<file path="src/rtl/iterative_alu.sv">
// iterative_alu: multi-cycle integer execute unit for the RV32 EX stage.
// Logic/arithmetic ops complete in one cycle; shifts advance one bit per
// cycle. Results are returned on a valid/ready handshake.
//
// Ports:
//   clk, rst         - clock, synchronous active-high reset
//   flush            - synchronous pipeline flush, aborts in-flight op
//   in_valid/in_ready   - request handshake
//   alu_control      - 4-bit operation code
//   a, b             - operands (shift amount = b[$clog2(XLEN)-1:0])
//   out_valid/out_ready - result handshake
//   result, zero, err   - registered result, result==0, undefined-op flag
//   busy             - high while a multi-cycle shift is in progress
module iterative_alu #(
  parameter int unsigned XLEN = 32
) (
  input  logic            clk,
  input  logic            rst,
  input  logic            flush,
  input  logic            in_valid,
  output logic            in_ready,
  input  logic [3:0]      alu_control,
  input  logic [XLEN-1:0] a,
  input  logic [XLEN-1:0] b,
  output logic            out_valid,
  input  logic            out_ready,
  output logic [XLEN-1:0] result,
  output logic            zero,
  output logic            err,
  output logic            busy
);

  localparam int unsigned SHW = $clog2(XLEN);

  typedef enum logic [1:0] {
    S_IDLE,
    S_SHIFT,
    S_DONE
  } state_e;

  typedef enum logic [3:0] {
    OP_AND  = 4'b0000,
    OP_OR   = 4'b0001,
    OP_ADD  = 4'b0010,
    OP_XOR  = 4'b0011,
    OP_SLL  = 4'b0100,
    OP_SRL  = 4'b0101,
    OP_SUB  = 4'b0110,
    OP_SLT  = 4'b0111,
    OP_SLTU = 4'b1000,
    OP_SRA  = 4'b1001
  } op_e;

  state_e          state_q, state_d;
  logic [XLEN-1:0] result_q, result_d;
  logic            zero_q, zero_d;
  logic            err_q, err_d;
  logic [XLEN-1:0] sh_q, sh_d;
  logic [SHW-1:0]  cnt_q, cnt_d;
  logic [3:0]      op_q, op_d;

  logic [SHW-1:0]  shamt;
  logic            is_shift;
  logic            accept;
  logic [XLEN-1:0] alu_res;
  logic            alu_err;
  logic [XLEN-1:0] sh_next;

  assign shamt     = b[SHW-1:0];
  assign is_shift  = (alu_control == OP_SLL) || (alu_control == OP_SRL) ||
                     (alu_control == OP_SRA);
  assign in_ready  = (state_q == S_IDLE) || ((state_q == S_DONE) && out_ready);
  assign accept    = in_valid && in_ready && !flush;
  assign out_valid = (state_q == S_DONE);
  assign busy      = (state_q == S_SHIFT);
  assign result    = result_q;
  assign zero      = zero_q;
  assign err       = err_q;

  // Single-cycle datapath. Shift codes return `a`, which is the correct
  // answer only for a zero shift amount; non-zero shifts go through SHIFT.
  always_comb begin
    alu_res = '0;
    alu_err = 1'b0;
    case (alu_control)
      OP_AND:  alu_res = a & b;
      OP_OR:   alu_res = a | b;
      OP_ADD:  alu_res = a + b;
      OP_SUB:  alu_res = a - b;
      OP_XOR:  alu_res = a ^ b;
      OP_SLT:  alu_res[0] = $signed(a) < $signed(b);
      OP_SLTU: alu_res[0] = a < b;
      OP_SLL, OP_SRL, OP_SRA: alu_res = a;
      default: alu_err = 1'b1;
    endcase
  end

  // One-bit shift step. SRA replicates the current MSB, which never changes
  // during an arithmetic shift and so always equals the original a[XLEN-1].
  always_comb begin
    case (op_q)
      OP_SLL:  sh_next = {sh_q[XLEN-2:0], 1'b0};
      OP_SRA:  sh_next = {sh_q[XLEN-1], sh_q[XLEN-1:1]};
      default: sh_next = {1'b0, sh_q[XLEN-1:1]};
    endcase
  end

  always_comb begin
    state_d  = state_q;
    result_d = result_q;
    zero_d   = zero_q;
    err_d    = err_q;
    sh_d     = sh_q;
    cnt_d    = cnt_q;
    op_d     = op_q;

    if (flush) begin
      state_d = S_IDLE;
      cnt_d   = '0;
    end else begin
      case (state_q)
        S_SHIFT: begin
          sh_d  = sh_next;
          cnt_d = cnt_q - SHW'(1);
          if (cnt_q == SHW'(1)) begin
            result_d = sh_next;
            zero_d   = (sh_next == '0);
            err_d    = 1'b0;
            state_d  = S_DONE;
          end
        end
        S_DONE: begin
          if (out_ready) state_d = S_IDLE;
        end
        default: ;
      endcase

      // Accept is only possible in IDLE or a draining DONE, so it overrides
      // whatever the state-specific branch above decided.
      if (accept) begin
        if (is_shift && (shamt != '0)) begin
          sh_d    = a;
          cnt_d   = shamt;
          op_d    = alu_control;
          state_d = S_SHIFT;
        end else begin
          result_d = alu_res;
          zero_d   = (alu_res == '0);
          err_d    = alu_err;
          state_d  = S_DONE;
        end
      end
    end
  end

  always_ff @(posedge clk) begin
    if (rst) begin
      state_q  <= S_IDLE;
      result_q <= '0;
      zero_q   <= 1'b0;
      err_q    <= 1'b0;
      sh_q     <= '0;
      cnt_q    <= '0;
      op_q     <= OP_AND;
    end else begin
      state_q  <= state_d;
      result_q <= result_d;
      zero_q   <= zero_d;
      err_q    <= err_d;
      sh_q     <= sh_d;
      cnt_q    <= cnt_d;
      op_q     <= op_d;
    end
  end

endmodule

</file>
<file path="config.mk">
export PLATFORM = sky130hd
export DESIGN_NAME = iterative_alu
export DESIGN_NICKNAME = d
export VERILOG_FILES = /design/src/rtl/iterative_alu.sv
export SDC_FILE = /design/constraint.sdc
export NUM_CORES = 1
export LEC_CHECK = 0
export ABC_AREA = 1
export ABC_CLOCK_PERIOD_IN_PS = 3400
export BUFFER_PORTS_ARGS = -buffer_cell sky130_fd_sc_hd__buf_4
export CORE_ASPECT_RATIO = 0.75
export CORE_MARGIN = 2
export CORE_UTILIZATION = 45
export DETAILED_ROUTE_END_ITERATION = 6
export GPL_ROUTABILITY_DRIVEN = 0
export PLACE_DENSITY = 0.6
export SYNTH_ARGS = -nofsm -noshare
export SYNTH_HDL_FRONTEND = slang
export SYNTH_SLANG_ARGS = --single-unit
</file>
<file path="constraint.sdc">
create_clock -name clk -period 3.4 [get_ports clk]
set_clock_uncertainty 0.1 [all_clocks]
set_input_delay 0.51 -clock clk [delete_from_list [all_inputs] [get_ports clk]]
set_output_delay 0.51 -clock clk [all_outputs]
set_load 0.005 [all_outputs]
</file>
==> results.md <==
* Wirelength per Cell at 18.6 microns
* Max Cap Viol at 0
* Final Hold Fails at 0
* Uppermost layer routed: met4
* Violated checks: DRC
* Dominant synthesized flop cell: dfxtp_1
* Synth Instances at 2039
* Diode count at 0
* Fraction of synthesized area in multiplexers at 0%
* Clk buf depth at 2
* Fin crit share at 95.2%
* Dpl cells at 2446
* Min Hold Slack at 0.273 ns
* Min-Delay Endpoint: op_q[3]$_SDFFE_PP0P_
* Worst min-delay path class: primary input to register
* Total CTS buffers at 9
* Syn Nets at 2228
* Crit path kind: primary input to register
* Simple-Gate Fraction of Synth Area at 37.1%
* Worst IR Drop VDD at 0.237 mV
* Final setup violation count at 0
* Iter 0 DRT Violations at 2018
* Register area share after synthesis at 13.7%
* Count of different cell masters after synthesis at 45
* Total power at 3.61 mW
* Crit path max-delay cell type: nor3_1
* CP endpoint kind: register
* Max transition margin at 22.0%
* Nets@finish at 2308
* Compound-Gate Fraction of Synth Area at 20.2%
* Post-synth EDFFs at 0
* Pleak at 6.72 nW
* Buffers added on ports at 109
* Max-slew violations at 0
* # IOs at 110
* Worst slew pin tran at 1.17 ns
* WL met1 at 20.8 mm
* Sink Count at 77
* Die width at 187 microns
* H-tree depth at 3
* CTS tree: done
* Antenna violations before repair at 0
* Post-Synth XOR/XNOR Area at 0.389%
* Req. time, crit path at 3.58 ns
* Mapped Area at 11300 sq um
* Setup bufs post-CTS at 0
* Final Cell Area at 12800 sq um
* Share of cells above drive strength 1 at 9.65%
* Crit path max-delay family: simple AND/OR/NAND/NOR gates
* Vias in the first global route at 12400
* Crit path buf inv count at 3
* Area grow syn2layout at 14.0%
* DIE AREA at 26300 sq um
* Initial core utilization at 45.5%
* TNS Setup at 0 ns
* Routed WL at 45.8 mm
* First-pass GRT wire length at 71.0 mm
* FFs w/ async S/R, synth at 0%
* Root buffer cell: clkbuf_16
* Floorplan row count at 50
* Pre-antenna DRT Iters at 7
* Unrepaired setup endpoints after global routing: false
* Worst-Skew Late Latency at 0.34 ns
* Met2 routed WL at 18.4 mm
* Syn. warnings at 0
* Most used cell, CP: nand2_1
* Tot GR Track Use at 34.2%
* Syn Area/Cell at 5.52 sq um
* Final HPWL DP at 36.7 mm
* Clock-pin slew on the worst setup and hold paths at 0.06 ns
* CP startpoint: a[18]
* Largest family of logic cells by synthesized area: simple AND/OR/NAND/NOR gates
* Post-CTS Hold Fix Bufs at 0
* Worst-path maximum fanout at 8
* Power Dens Cells at 281 nW/um^2
* Post-cts sizing count at 0
* Filler-free cell count of the finished design at 2462
* Internal reg-to-reg setup slack at 0.38 ns
* Crit start category: primary input
* Seq cells post-synth at 77
* Met3 Wirelength at 5.16 mm
* F_max at 309 MHz
* Vias per cell at 5.61
* Critical Path AT at 3.42 ns
* Grt ovf at 0
* Hold depth at 2
* Area after DPL at 12500 sq um
* FF-to-FF path depth at 11
* Adder-Cell Fraction of Synth Area at 13.0%
* Largest net degree at the start of global routing at 67
* Die Y at 141 microns
* Reg-to-Reg End: sh_q[8]$_SDFFE_PP0N_
* Tmin final at 3.24 ns
* Core region area at 24800 sq um
* CP max stage delay at 0.49 ns
* CP Cell Sequence: buf_4, inv_1, ha_1, nor2_1, inv_1, nor2_1, nand2_1, nor3_1, nand2_1, nand2_1, nand2_1, nand3_1, nand3_1, nor2_1, nand3_1, nor2_1, nand2_1, a21oi_2
* DRC at 3
* Worst r2r src: state_q[0]$_SDFFE_PP0P_
* Worst hold start: alu_control[2]
* DR vias at 13800
* Status: complete, but fails checks
* Routed Antenna Nets at 0
==> routing by layer <==
metal,GRT usage (%),up-vias
li1,-,6700
met1,50.3,6237
met2,51.3,819
met3,5.23,68
met4,9.77,0
met5,0,-
==> area by class of cell <==
cell class,count,area (sq um)
Clock buffer,12,256
Clock inverter,4,70.1
Fill cell,2684,11900
Inverter,360,1350
Multi-Input combinational cell,1512,7960
Sequential cell,77,1540
Tap cell,338,423
Timing Repair Buffer,159,1230
==> power breakdown <==
part,leakage [nW],total [mW],switching (mW),internal [mW]
clock network,0.163,1.08,0.394,0.681
logic,5.93,1.57,1.05,0.512
registers,0.625,0.969,0.0290,0.940
total,6.72,3.61,1.48,2.13
==> cell usage after synthesis, types with 2 or more instances <==
master,count,area share (%)
and2_1,4,0.22
clkbuf_2,3,0.13
a211oi_1,6,0.40
nand3_1,141,6.3
buf_4,2,0.13
dfxtp_1,77,14
o221ai_1,9,0.70
fa_1,2,0.36
and3_1,2,0.11
a31oi_1,2,0.11
nor2_1,178,5.9
buf_6,3,0.30
o21ai_0,138,6.1
a21oi_1,84,3.7
o22ai_1,58,3.2
a221oi_1,12,0.93
buf_1,4,0.13
nor3_1,21,0.93
nand4_1,27,1.5
ha_1,114,13
nand2_1,604,20
a32o_1,2,0.18
o21bai_1,15,1.0
nor2_2,11,0.61
o211ai_1,48,3.2
clkbuf_1,45,1.5
nand2_2,4,0.22
inv_1,350,12
buf_2,33,1.5
clkinv_1,3,0.10
nor2_4,3,0.30
inv_2,7,0.23
xor2_1,3,0.23
o21ai_1,4,0.18
nand3b_1,5,0.33
nor3b_1,2,0.13
nor4_1,4,0.22
xnor2_1,2,0.16
==> layout by cell type, fill, tap and decap left out, types with 6 or more instances in the layout <==
| cell | Yosys | layout |
|---|---|---|
| buf_4 | 2 | 156 |
| nor2_1 | 178 | 176 |
| o21ai_0 | 138 | 138 |
| o221ai_1 | 9 | 9 |
| nor2_2 | 11 | 13 |
| clkbuf_16 | 0 | 9 |
| nand2_1 | 604 | 604 |
| a221oi_1 | 12 | 12 |
| o22ai_1 | 58 | 58 |
| dfxtp_1 | 77 | 77 |
| a21oi_1 | 84 | 84 |
| nand3_1 | 141 | 141 |
| nor3_1 | 21 | 21 |
| a211oi_1 | 6 | 6 |
| ha_1 | 114 | 114 |
| o211ai_1 | 48 | 48 |
| inv_2 | 7 | 7 |
| nand4_1 | 27 | 27 |
| inv_1 | 350 | 349 |
| o21bai_1 | 15 | 15 |
==> cells by family (layout without fill, tap and decap cells) <==
logic type,after synthesis,count (layout)
AOI/OAI and AO/OA,383,383
xor gates and xnor gates,5,5
adders and majority gates,116,116
buffers and inverters,450,535
DFF,77,77
and+or+nand+nor,1008,1008
==> registers in the layout, summed over array words and instances (netlist names) <==
name / cells
result: 32
sh_q: 32
cnt_q: 5
op_q: 4
state_q: 2
err: 1
zero: 1
==> per-stage QoR <==
step	worst slack (ns)	util [%]
6_report	0.162	51.8
5_1_grt	0.0505	51.8
4_1_cts	0.374	51.8
3_5_place_dp	0.0363	50.5
3_3_place_gp	-0.0871	50.5
2_1_floorplan	0.821	-
==> worst max-delay path by stage <==
stage | endpoint | slack (ns) | depth (start not counted)
3_3_place_gp | zero$_SDFFE_PP0N_ | -0.09 | 18
2_1_floorplan | zero$_SDFFE_PP0N_ | 0.82 | 22
5_1_grt | zero$_SDFFE_PP0N_ | 0.05 | 18
3_5_place_dp | zero$_SDFFE_PP0N_ | 0.04 | 18
6_report | zero$_SDFFE_PP0N_ | 0.16 | 18
4_1_cts | zero$_SDFFE_PP0N_ | 0.37 | 18
Note: power is estimated with default switching activity, not from simulation.
